--- src/rtl/rgb_led_seq_pkg.sv ---
// Shared types and constants for the RGB LED step sequencer.
package rgb_led_seq_pkg;

  localparam int CH_R      = 0;
  localparam int CH_G      = 1;
  localparam int CH_B      = 2;
  localparam int SEQ_LEN_W = 32;

  typedef enum logic [1:0] {IDLE, LOAD, RUN, DONE} seq_state_t;

  typedef struct packed {
    logic [2:0] mode;
    logic [2:0] enable;
    logic [2:0] hold;
  } seq_ctrl_t;

  typedef struct packed {
    logic [SEQ_LEN_W-1:0] len;
    seq_ctrl_t            ctrl;
  } seq_step_t;

endpackage

--- src/rtl/rgb_led_seq_table.sv ---
// Step table: simple dual-port RAM, registered read-first output, no reset on contents.
module rgb_led_seq_table #(
  parameter int DEPTH = 16,
  parameter int W     = 41
) (
  input  logic                     aclk,
  input  logic                     i_we,
  input  logic [$clog2(DEPTH)-1:0] i_waddr,
  input  logic [W-1:0]             i_wdata,
  input  logic [$clog2(DEPTH)-1:0] i_raddr,
  output logic [W-1:0]             o_rdata
);

  logic [W-1:0] r_mem [DEPTH];
  logic [W-1:0] r_rdata;

  always_ff @(posedge aclk) begin
    if (i_we) r_mem[i_waddr] <= i_wdata;
  end

  // Separate read register sees the pre-write contents on a same-address collision.
  always_ff @(posedge aclk) begin
    r_rdata <= r_mem[i_raddr];
  end

  assign o_rdata = r_rdata;

endmodule

--- src/rtl/rgb_led_sequencer.sv ---
// Plays a programmed table of RGB ctrl steps onto the blink-engine control lines.
module rgb_led_sequencer #(
  parameter int STEPS     = 16,
  parameter int LEN_WIDTH = 32
) (
  input  logic                       aclk,
  input  logic                       areset,
  input  logic                       cfg_we,
  input  logic [$clog2(STEPS)-1:0]   cfg_addr,
  input  logic [LEN_WIDTH+8:0]       cfg_wdata,
  input  logic                       start,
  input  logic                       stop,
  input  logic                       loop,
  input  logic [$clog2(STEPS)-1:0]   last_step,
  output logic                       mode_r,
  output logic                       mode_g,
  output logic                       mode_b,
  output logic                       enable_r,
  output logic                       enable_g,
  output logic                       enable_b,
  output logic                       holded_r,
  output logic                       holded_g,
  output logic                       holded_b,
  output logic                       busy,
  output logic [$clog2(STEPS)-1:0]   step_idx,
  output logic                       done
);
  import rgb_led_seq_pkg::*;

  localparam int IW = $clog2(STEPS);

  seq_state_t           r_state, w_state_nxt;
  logic [IW-1:0]        r_idx, w_idx_nxt;
  logic [LEN_WIDTH-1:0] r_cnt;
  seq_ctrl_t            r_ctrl;
  logic [LEN_WIDTH+8:0] w_rd_data;
  logic [LEN_WIDTH-1:0] w_len;
  seq_ctrl_t            w_rd_ctrl;
  logic [LEN_WIDTH-1:0] w_cnt_load;
  logic                 w_enter_run;

  // Read address follows the next index, so the step is in the read register during LOAD.
  rgb_led_seq_table #(.DEPTH(STEPS), .W(LEN_WIDTH + 9)) u_table (
    .aclk    (aclk),
    .i_we    (cfg_we),
    .i_waddr (cfg_addr),
    .i_wdata (cfg_wdata),
    .i_raddr (w_idx_nxt),
    .o_rdata (w_rd_data)
  );

  assign w_len       = w_rd_data[LEN_WIDTH+8:9];
  assign w_rd_ctrl   = seq_ctrl_t'(w_rd_data[8:0]);
  assign w_cnt_load  = (w_len == '0) ? '0 : w_len - LEN_WIDTH'(1);
  assign w_enter_run = (r_state == LOAD) && (w_state_nxt == RUN);

  always_comb begin
    w_state_nxt = r_state;
    w_idx_nxt   = r_idx;
    case (r_state)
      IDLE: if (start && !stop) begin
        w_state_nxt = LOAD;
        w_idx_nxt   = '0;
      end
      LOAD: w_state_nxt = RUN;
      RUN: if (r_cnt == '0) begin
        if (r_idx != last_step) begin
          w_state_nxt = LOAD;
          w_idx_nxt   = r_idx + IW'(1);
        end else if (loop) begin
          w_state_nxt = LOAD;
          w_idx_nxt   = '0;
        end else begin
          w_state_nxt = DONE;
        end
      end
      DONE: w_state_nxt = IDLE;
      default: w_state_nxt = IDLE;
    endcase
    if (stop && (r_state != IDLE)) begin
      w_state_nxt = IDLE;
      w_idx_nxt   = '0;
    end
  end

  always_ff @(posedge aclk) begin
    if (areset) begin
      r_state <= IDLE;
      r_idx   <= '0;
    end else begin
      r_state <= w_state_nxt;
      r_idx   <= w_idx_nxt;
    end
  end

  always_ff @(posedge aclk) begin
    if (areset)                  r_cnt <= '0;
    else if (w_enter_run)        r_cnt <= w_cnt_load;
    else if (r_state == RUN && r_cnt != '0) r_cnt <= r_cnt - LEN_WIDTH'(1);
  end

  // Ctrl outputs change only on RUN entry or on leaving playback; LOAD holds them.
  always_ff @(posedge aclk) begin
    if (areset)                                            r_ctrl <= '0;
    else if (w_enter_run)                                  r_ctrl <= w_rd_ctrl;
    else if (w_state_nxt == IDLE || w_state_nxt == DONE)   r_ctrl <= '0;
  end

  assign mode_r   = r_ctrl.mode[CH_R];
  assign mode_g   = r_ctrl.mode[CH_G];
  assign mode_b   = r_ctrl.mode[CH_B];
  assign enable_r = r_ctrl.enable[CH_R];
  assign enable_g = r_ctrl.enable[CH_G];
  assign enable_b = r_ctrl.enable[CH_B];
  assign holded_r = r_ctrl.hold[CH_R];
  assign holded_g = r_ctrl.hold[CH_G];
  assign holded_b = r_ctrl.hold[CH_B];
  assign busy     = (r_state != IDLE);
  assign done     = (r_state == DONE);
  assign step_idx = r_idx;

endmodule

--- config.mk ---
export PLATFORM = sky130hd
export DESIGN_NAME = rgb_led_sequencer
export DESIGN_NICKNAME = d
export VERILOG_FILES = /design/src/rtl/rgb_led_seq_pkg.sv /design/src/rtl/rgb_led_seq_table.sv /design/src/rtl/rgb_led_sequencer.sv
export SDC_FILE = /design/constraint.sdc
export NUM_CORES = 1
export LEC_CHECK = 0
export CORE_ASPECT_RATIO = 1.5
export CORE_MARGIN = 5
export CORE_UTILIZATION = 50
export DETAILED_ROUTE_END_ITERATION = 6
export PLACE_DENSITY = 0.64
export SLEW_MARGIN = 40
export SYNTH_ARGS = -nofsm -noshare
export SYNTH_HDL_FRONTEND = slang
export SYNTH_SLANG_ARGS = --single-unit
--- constraint.sdc ---
create_clock -name aclk -period 9.8 [get_ports aclk]
set_input_delay 0.98 -clock aclk [delete_from_list [all_inputs] [get_ports aclk]]
set_output_delay 0.98 -clock aclk [all_outputs]
set_load 0.005 [all_outputs]
Yosys cells after proc, flatten, opt, wreduce, memory -nomap -nowiden

Memory sizes are Yosys's and may differ from the RTL's. A register that Yosys moved wholly into a read port is not among the register bits.
Index checks and enable logic that the tools add are counted.
Widths: inputs -> output; s select.

Bits in registers: 47
Bits in writable memories: 656
Input port bits: 55
Output and inout bits: 15
Logic and storage cells: 49
Memories: 1

Memories:

| name          | depth | width | rd ports | clocked after Yosys merged registers in | wr ports | line                    | RTL |
|---|---|---|---|---|---|---|---|
| u_table.r_mem | 16    | 41    | 1        | 1                                       | 1        | rgb_led_seq_table.sv:14 | `logic [W-1:0] r_mem [DEPTH];` |

Add/sub/neg operators: 3
Eq/ne operators: 6
Mux-type cells: 19
Reductions and logical operators: 14

Operators with widths:

| kind                  | count |
|---|---|
| $mux 32               | 3 |
| $logic_not 32->1      | 2 |
| $sub 32x1->32 const B | 2 |
| $reduce_bool 32->1    | 1 |
| $mux 4                | 5 |
| $mux 9                | 2 |
| $mux 2                | 5 |
| $eq 2x2->1 const B    | 4 |
| $pmux 2 s4            | 1 |
| $pmux 4 s2            | 1 |
| $reduce_bool 2->1     | 3 |
| $add 4x1->4 const B   | 1 |
| $logic_and 1x1->1     | 4 |
| $logic_not 2->1       | 2 |
| $ne 4x4->1            | 1 |
| $eq 2x1->1 const B    | 1 |
| $mux 1                | 2 |
| $logic_not 1->1       | 1 |
| $logic_or 1x1->1      | 1 |

Logic depth before layout (Yosys ltp)

Gate-level depths: netlist of the first run.

Depth after elaboration: 9
Mapped depth: 15
Depth with buffers taken out: 14

Cells and area by module

Synthesis of the first run repeated with hierarchy kept, for this count alone.

Cells, all modules: 1526
Area, all modules: 28955.3 µm²

Modules (own cells, without submodules):

| module            | instances | cells an instance | area each (µm²) | seq. area each (µm²) |
|---|---|---|---|---|
| rgb_led_seq_table | 1         | 1066              | 25375.6         | 20519.7 |
| rgb_led_sequencer | 1         | 460               | 3579.7          | 940.9 |

Worst setup path after synthesis of the first run

OpenSTA, ideal clock, no wires.

Path type: input -> register
Start point: input port cfg_addr[2]
End point: memory u_table.r_mem[0][0], enable pin
Setup time: 0.491 ns
Arrival time: 4.302 ns
Required time: 9.309 ns
Setup slack: 5.008 ns
Cell stages on the path: 2
Path buffers: 0
Path through: or3b_2 -> nor3_1

RTL lines:

| element         | line                    | RTL |
|---|---|---|
| start, declared | rgb_led_sequencer.sv:9  | `input logic [$clog2(STEPS)-1:0] cfg_addr,` |
| end, declared   | rgb_led_seq_table.sv:14 |  |

No word-level cell before the write port.

Worst setup path in the final report of the first run

Start point: register r_idx[1] (netlist: step_idx[1])
End point: register u_table.r_rdata[23] (netlist: u_table.o_rdata[23]) (read register of u_table.r_mem)

Longest elaborated chain between the ends: 5
Elaborated cells between the ends (all ways): 8
Classes of those cells: add/sub (1); eq/ne (1); mux (6)

RTL lines:

| element                                   | line                    | RTL |
|---|---|---|
| start, declared                           | rgb_led_sequencer.sv:33 | `logic [IW-1:0] r_idx, w_idx_nxt;` |
| start signal, assigned                    | rgb_led_sequencer.sv:92 | `r_idx <= w_idx_nxt;` |
| $add 4x1->4, or another cell as far along | rgb_led_sequencer.sv:69 | `w_idx_nxt = r_idx + IW'(1);` |
| $mux 4                                    | rgb_led_sequencer.sv:67 | `if (r_idx != last_step) begin` |
| $mux 4                                    | rgb_led_sequencer.sv:66 | `RUN: if (r_cnt == '0) begin` |
| $pmux 4 s2 (*)                            | rgb_led_sequencer.sv:60 | `case (r_state)` |
| $mux 4 (*)                                | rgb_led_sequencer.sv:80 | `if (stop && (r_state != IDLE)) begin` |
| end, declared                             | rgb_led_seq_table.sv:15 | `logic [W-1:0] r_rdata;` |

Mark *: on every way between the ends. The rest lies on a longest branch, timed or not.
A chain may end at the register's enable or synchronous reset.

==> metrics, run 1 <==
mapped cell area=31900 µm²; final hold vios=0; startpoint types=register; switch share=about 22%; TritonRoute pass-1 iters=5; Hold Crit Class=reg -> reg; number of H-tree levels=3; fmax=0.185 GHz; Max transition margin=39.6%; first-pass GRT wire length=137000 µm; wire length on met3=6750 µm; setup_tns=0 ps; CTS Sinks=744; Syn Inst Count=roughly 2300; Setup Buffers After CTS=0; dpl ws=between 3000 and 4000 ps; final slew viol count=0; number of DRC markers in iteration 0=around 2300; die width=216 µm; r2r worst-path depth=11; slowest CP cell=a211o_2; GP Congestion=approximately 0.81; max-cap violations=0; share of power burned in the clock network=around two fifths; Yosys Warn Count=0; M1 wire length=between 30000 and 40000 µm; CTS Root Cell=clkbuf_16; Critical Path Fanout Max=51; status=finished clean; Stages on worst setup path=11; post-synth net total=about 2400; Buf/Inv on CP=3; CP Cell Sequence=buf_4 -> xor2_1 -> or4_4 -> o2111ai_4 -> buf_4 -> a211o_2 -> nand2_4 -> nand2_2 -> buf_4 -> o22ai_1 -> or4_1; WL/cell=between 20 and 30 µm; Tightest Pin Transition=906 ps; port buffer count=69; cell with the most instances after synthesis=edfxtp_1; post-synth top area share=61.7%; vias in the first global route=22000; crit share post-route=between 50% and 60%; Area Overhead vs Synth=11.8%; Antenna Nets Post-Route=0; CP delay by family, top=simple AND/OR/NAND/NOR gates; met2 wire length=44800 µm; CTS tree=built; CP Class=reg -> reg; full die area=69100 µm²; initial core utilization=50.4%; DR vias=22000; number of vias per cell=6.90; drc violations=0; nature of the critical path endpoint=register; Net Switching=1.50 mW; layout cells sized above 1=9.17%; RSZ-0062 raised after global routing=false; final clock skew=approximately 30 ps; CP max stage delay=680 ps; number of distinct library cells after synthesis=65; Lkg Pwr=roughly 12 nW; Clk pin slew, worst setup/hold paths=about 60 ps; R2R setup slack=4380 ps; total grt overflow=0; Post-synth EDFFs=656; Nets=between 2000 and 2500; Worst Hold Depth=2; Synth Register Bits=roughly 740; Post-CTS Hold Buffers=0; hold path start=u_table.o_rdata[3]; setup ws final=4380 ps; top post-synthesis cells by count=656 x edfxtp_1, 208 x and3_1, 190 x a211oi_1; Seq pwr share=between 50% and 60%; asr flop ratio synth=0%; post-CTS sizing=0; sequential area share after synthesis=67.2%; final setup vio count=0; number of top-level pins=70; synth top area cells=edfxtp_1 62%, dfxtp_1 5.5%, a211oi_1 4.5%, and3_1 4.1%, mux2i_1 2.6%; internal power=5.24 mW; P per Cell Area=around 190 nW/µm²; pin count of the biggest net entering global routing=98; die height=~320 µm; ys flop type=edfxtp_1; Post-Route WL=between 90000 and 100000 µm; Crit path arrival time=5890 ps; Logic pwr share=6.9%; r2r startpoint=step_idx[1]; total CTS buffers=around 70; worst vdd ir=0.000121 V; Synth Area per Inst=13.7 µm²; total global routing track utilization=25.9%; crit path from=step_idx[1]; clk_lat worst skew=around 620 ps; Worst EP required=10270 ps; Top Metal Used=met5; cell accounting for the most synthesized area=edfxtp_1; Top cell by count, worst path=buf_4; fin crit period=roughly 5400 ps; CORE AREA=63300 µm²; initial antenna violation count=3; # rows=113; CTS Buffer Depth=3; Detail Placement HPWL=45700 µm
## sequential cells by signal, indices dropped and copies added (netlist names)
| name | cells |
|---|---|
| enable_b | 1 |
| holded_b | 1 |
| r_state | 2 |
| enable_r | 1 |
| r_cnt | 32 |
| holded_g | 1 |
| u_table.r_mem | 656 |
| step_idx | 4 |
| mode_g | 1 |
| u_table.o_rdata | 41 |
| mode_r | 1 |
| holded_r | 1 |
| mode_b | 1 |
| enable_g | 1 |
## cells by family (layout without fill, tap and decap cells)
logic type | after synthesis | in the layout | synth area share [%]
flip-flops | 744 | 744 | 67.2
XOR/XNOR | 38 | 38 | 1.04
other | 0 | 2 | 0
AND/OR/NAND/NOR | 624 | 624 | 11.5
multiplexers | 84 | 84 | 2.63
buffers and inverters | 208 | 250 | 2.98
adder cells (fa/ha/maj) | 5 | 5 | 0.196
AO/OA/AOI/OAI | 632 | 632 | 14.5
## cell type report
cell class              instances  area (µm²)
multi-input cells            1383        9730
well taps                     805        1010
clock inverters                18         244
clock buffers                 106        2030
inverters                      10        37.5
diodes                          2        5.00
repair buffers                116        1190
flip-flops and latches        744       21500
fillers                      5070       27600
## cell usage in the layout (no fill, tap or decap), types with 43 or more instances in the layout
master	Yosys	routed
edfxtp_1	656	656
and3_1	208	208
a211oi_1	190	190
dfxtp_1	88	87
a31oi_1	86	86
mux2i_1	84	84
a22oi_1	83	83
a21oi_1	82	81
nand2_1	83	77
clkbuf_16	0	73
nor2_1	81	68
clkdlybuf4s50_1	0	68
o22ai_1	45	45
or4_1	45	45
nor3_1	47	43
## final timing paths
kind | to
worst max-delay path | u_table.o_rdata[23]
worst min-delay path | enable_r
worst max register to register | u_table.o_rdata[23]
worst min register to register | enable_r
## per-stage QoR
stage | power, mW | hold slack, ps | area, µm² | util (%) | cells
CTS | 6.76 | 440 | 35600 | 56.3 | 3180
detailed placement | 4.08 | 431 | 33400 | 52.7 | 3056
global placement | 4.06 | 442 | 33200 | 52.5 | 3054
floorplan | 3.89 | 417 | 31900 | - | 2335
global route | 6.93 | 458 | 35700 | 56.4 | 3183
finish | 6.74 | 440 | 35700 | 56.4 | 3184
## power groups by stage
stage               Combinational [mW]  Clock [mW]  Sequential, mW
floorplan                        0.280           0            3.61
global placement                 0.445           0            3.62
detailed placement               0.460           0            3.62
CTS                              0.461        2.75            3.55
global route                     0.500        2.87            3.56
finish                           0.468        2.72            3.55
## routing by layer
metal / vias to the layer above / GRT usage, %
met1: 11200 / 33.5
met5: - / 0
li1: 9473 / -
met2: 1028 / 43.1
met4: 4 / 12.2
met3: 257 / 4.38
## tightest hold or removal path, stage by stage (launching register included)
cell	delay, ps
dfxtp_1	300
nand2_1	50
a21oi_1	50
No activity file was read; power rests on OpenSTA's default activity.
==> run 2: changes to the inputs <==
==> constraint.sdc (replaced) <==
create_clock -name aclk -period 5.42 [get_ports aclk]
set_input_delay 0.542 -clock aclk [delete_from_list [all_inputs] [get_ports aclk]]
set_output_delay 0.542 -clock aclk [all_outputs]
set_load 0.005 [all_outputs]
==> run 2 against run 1 <==
  * Combinational power rose by 85%
  * Clock skew decreased by 16 ps
  * Power rose by 85%
  * Design area is 1.0% higher
  * Setup slack got worse by 3200 ps
  * Clock-buffer cell count fell by 1
  * Critical path depth increased by 1
==> metrics, run 2 (same netlist as run 1, synthesis figures left out) <==
Post-Route WL=93700 µm; met2 wire length=approximately 46000 µm; CTS Buffer Depth=3; final setup vio count=0; register area=roughly 21000 µm²; M1 wire length=35800 µm; initial antenna violation count=4; Area Overhead vs Synth=12.9%; wire length on met3=8070 µm; Post-CTS Hold Buffers=0; Seq pwr share=51.6%; WL/cell=slightly below 30 µm; Critical Path Fanout Max=52; Top Metal Used=met4; layout cells sized above 1=about a tenth; Tightest Pin Transition=891 ps; # rows=113; port buffer count=between 60 and 70; initial core utilization=around half; Nets=2404; full die area=around 69000 µm²; drc violations=0; switch share=22.3%; total CTS buffers=73; max FFs per register=between 600 and 700; total grt overflow=0; fmax=0.238 GHz; nature of the critical path endpoint=register; number of H-tree levels=3; Lkg Pwr=between 10 and 15 nW; number of DRC markers in iteration 0=2712; Worst EP required=5880 ps; Max transition margin=40.6%; vias in the first global route=22000; total global routing track utilization=26.4%; GP Congestion=0.847; dpl ws=1070 ps; Detail Placement HPWL=49300 µm; Clk pin slew, worst setup/hold paths=about 60 ps; number of vias per cell=between 6 and 7; final clock skew=between 10 and 15 ps; setup_tns=0 ps; pin count of the biggest net entering global routing=around 210; Antenna Nets Post-Route=0; first-pass GRT wire length=~140000 µm; Crit path arrival time=4660 ps; final hold vios=0; max-cap violations=0; Hold Crit Class=in -> reg; DR vias=22100; die width=~220 µm; status=finished clean; share of power burned in the clock network=between 40% and 50%; TritonRoute pass-1 iters=6; worst vdd ir=0.000215 V; CTS tree=built; Util after Layout=56.9%; commonest non-fill, non-tap cells in the layout=656 x edfxtp_1, 208 x and3_1, 190 x a211oi_1; startpoint types=register; CORE AREA=63300 µm²; number of top-level pins=70; final slew viol count=0; Net Switching=2.78 mW; CTS Sinks=roughly 740; fin crit period=about 4200 ps; multi-input logic area=9730 µm²; clk_lat worst skew=610 ps; Biggest register=u_table.r_mem; Fillers=4998; setup ws final=1220 ps; crit share post-route=about 78%; Setup Buffers After CTS=0; die height=320 µm; CTS Root Cell=clkbuf_16; P per Cell Area=346 nW/µm²; CP Class=reg -> reg; internal power=9.69 mW; commonest non-fill, non-tap cell in the layout=edfxtp_1; RSZ-0062 raised after global routing=false; post-CTS sizing=0; Logic pwr share=7.0%; Min Hold Slack=436 ps
==> run 2: path summary, 6_finish.rpt <==
kind | startpoint | to | slack [ps] | cells after the start
setup / recovery | r_cnt[0] | u_table.o_rdata[33] | 1220 | 12
setup reg to reg | r_cnt[0] | u_table.o_rdata[33] | 1220 | 12
hold / removal | areset | r_cnt[6] | 440 | 2
hold reg to reg | u_table.o_rdata[6] | mode_r | 470 | 2
==> run 2: metal layers <==
layer | track usage [%] | vias up
li1 | - | 9517
met1 | 34.7 | 11100
met3 | 3.37 | 251
met2 | 44.0 | 1265
met5 | 0 | -
met4 | 12.1 | 0
==> run 2: final cells by class <==
cell class	count	area share (%)
Timing Repair Buffer	132	3.88
Sequential cell	744	59.5
Inverter	10	0.104
Multi-Input combinational cell	1383	27.0
Antenna cell	3	0.0208
Clock inverter	27	0.985
Clock buffer	105	5.71
Tap cell	805	2.79
==> run 2: through the flow <==
step	instances	total power, mW	cell area, µm²
5_1_grt	3209	12.8	36100
4_1_cts	3205	12.5	36000
3_5_place_dp	3073	7.40	33600
3_3_place_gp	3069	7.37	33500
6_report	3209	12.5	36100
2_1_floorplan	2335	7.03	31900
==> run 2: power by group through the flow <==
stage	clock network, mW	registers (mW)	logic [mW]
detailed placement	0	6.55	0.856
global placement	0	6.54	0.832
finish	5.17	6.43	0.868
global route	5.47	6.44	0.928
CTS	5.24	6.43	0.858
floorplan	0	6.53	0.506
==> run 2: worst max-delay path, stage by stage, from the launching register on <==
cell       delay [ps]
dfxtp_1           320
inv_1             120
ha_1              230
nor3b_2           420
and4_4            350
o2111ai_4         240
nand2_4           390
buf_12            360
a21oi_4           100
nand2_2           430
buf_4             360
o22ai_1           120
or4_1             570
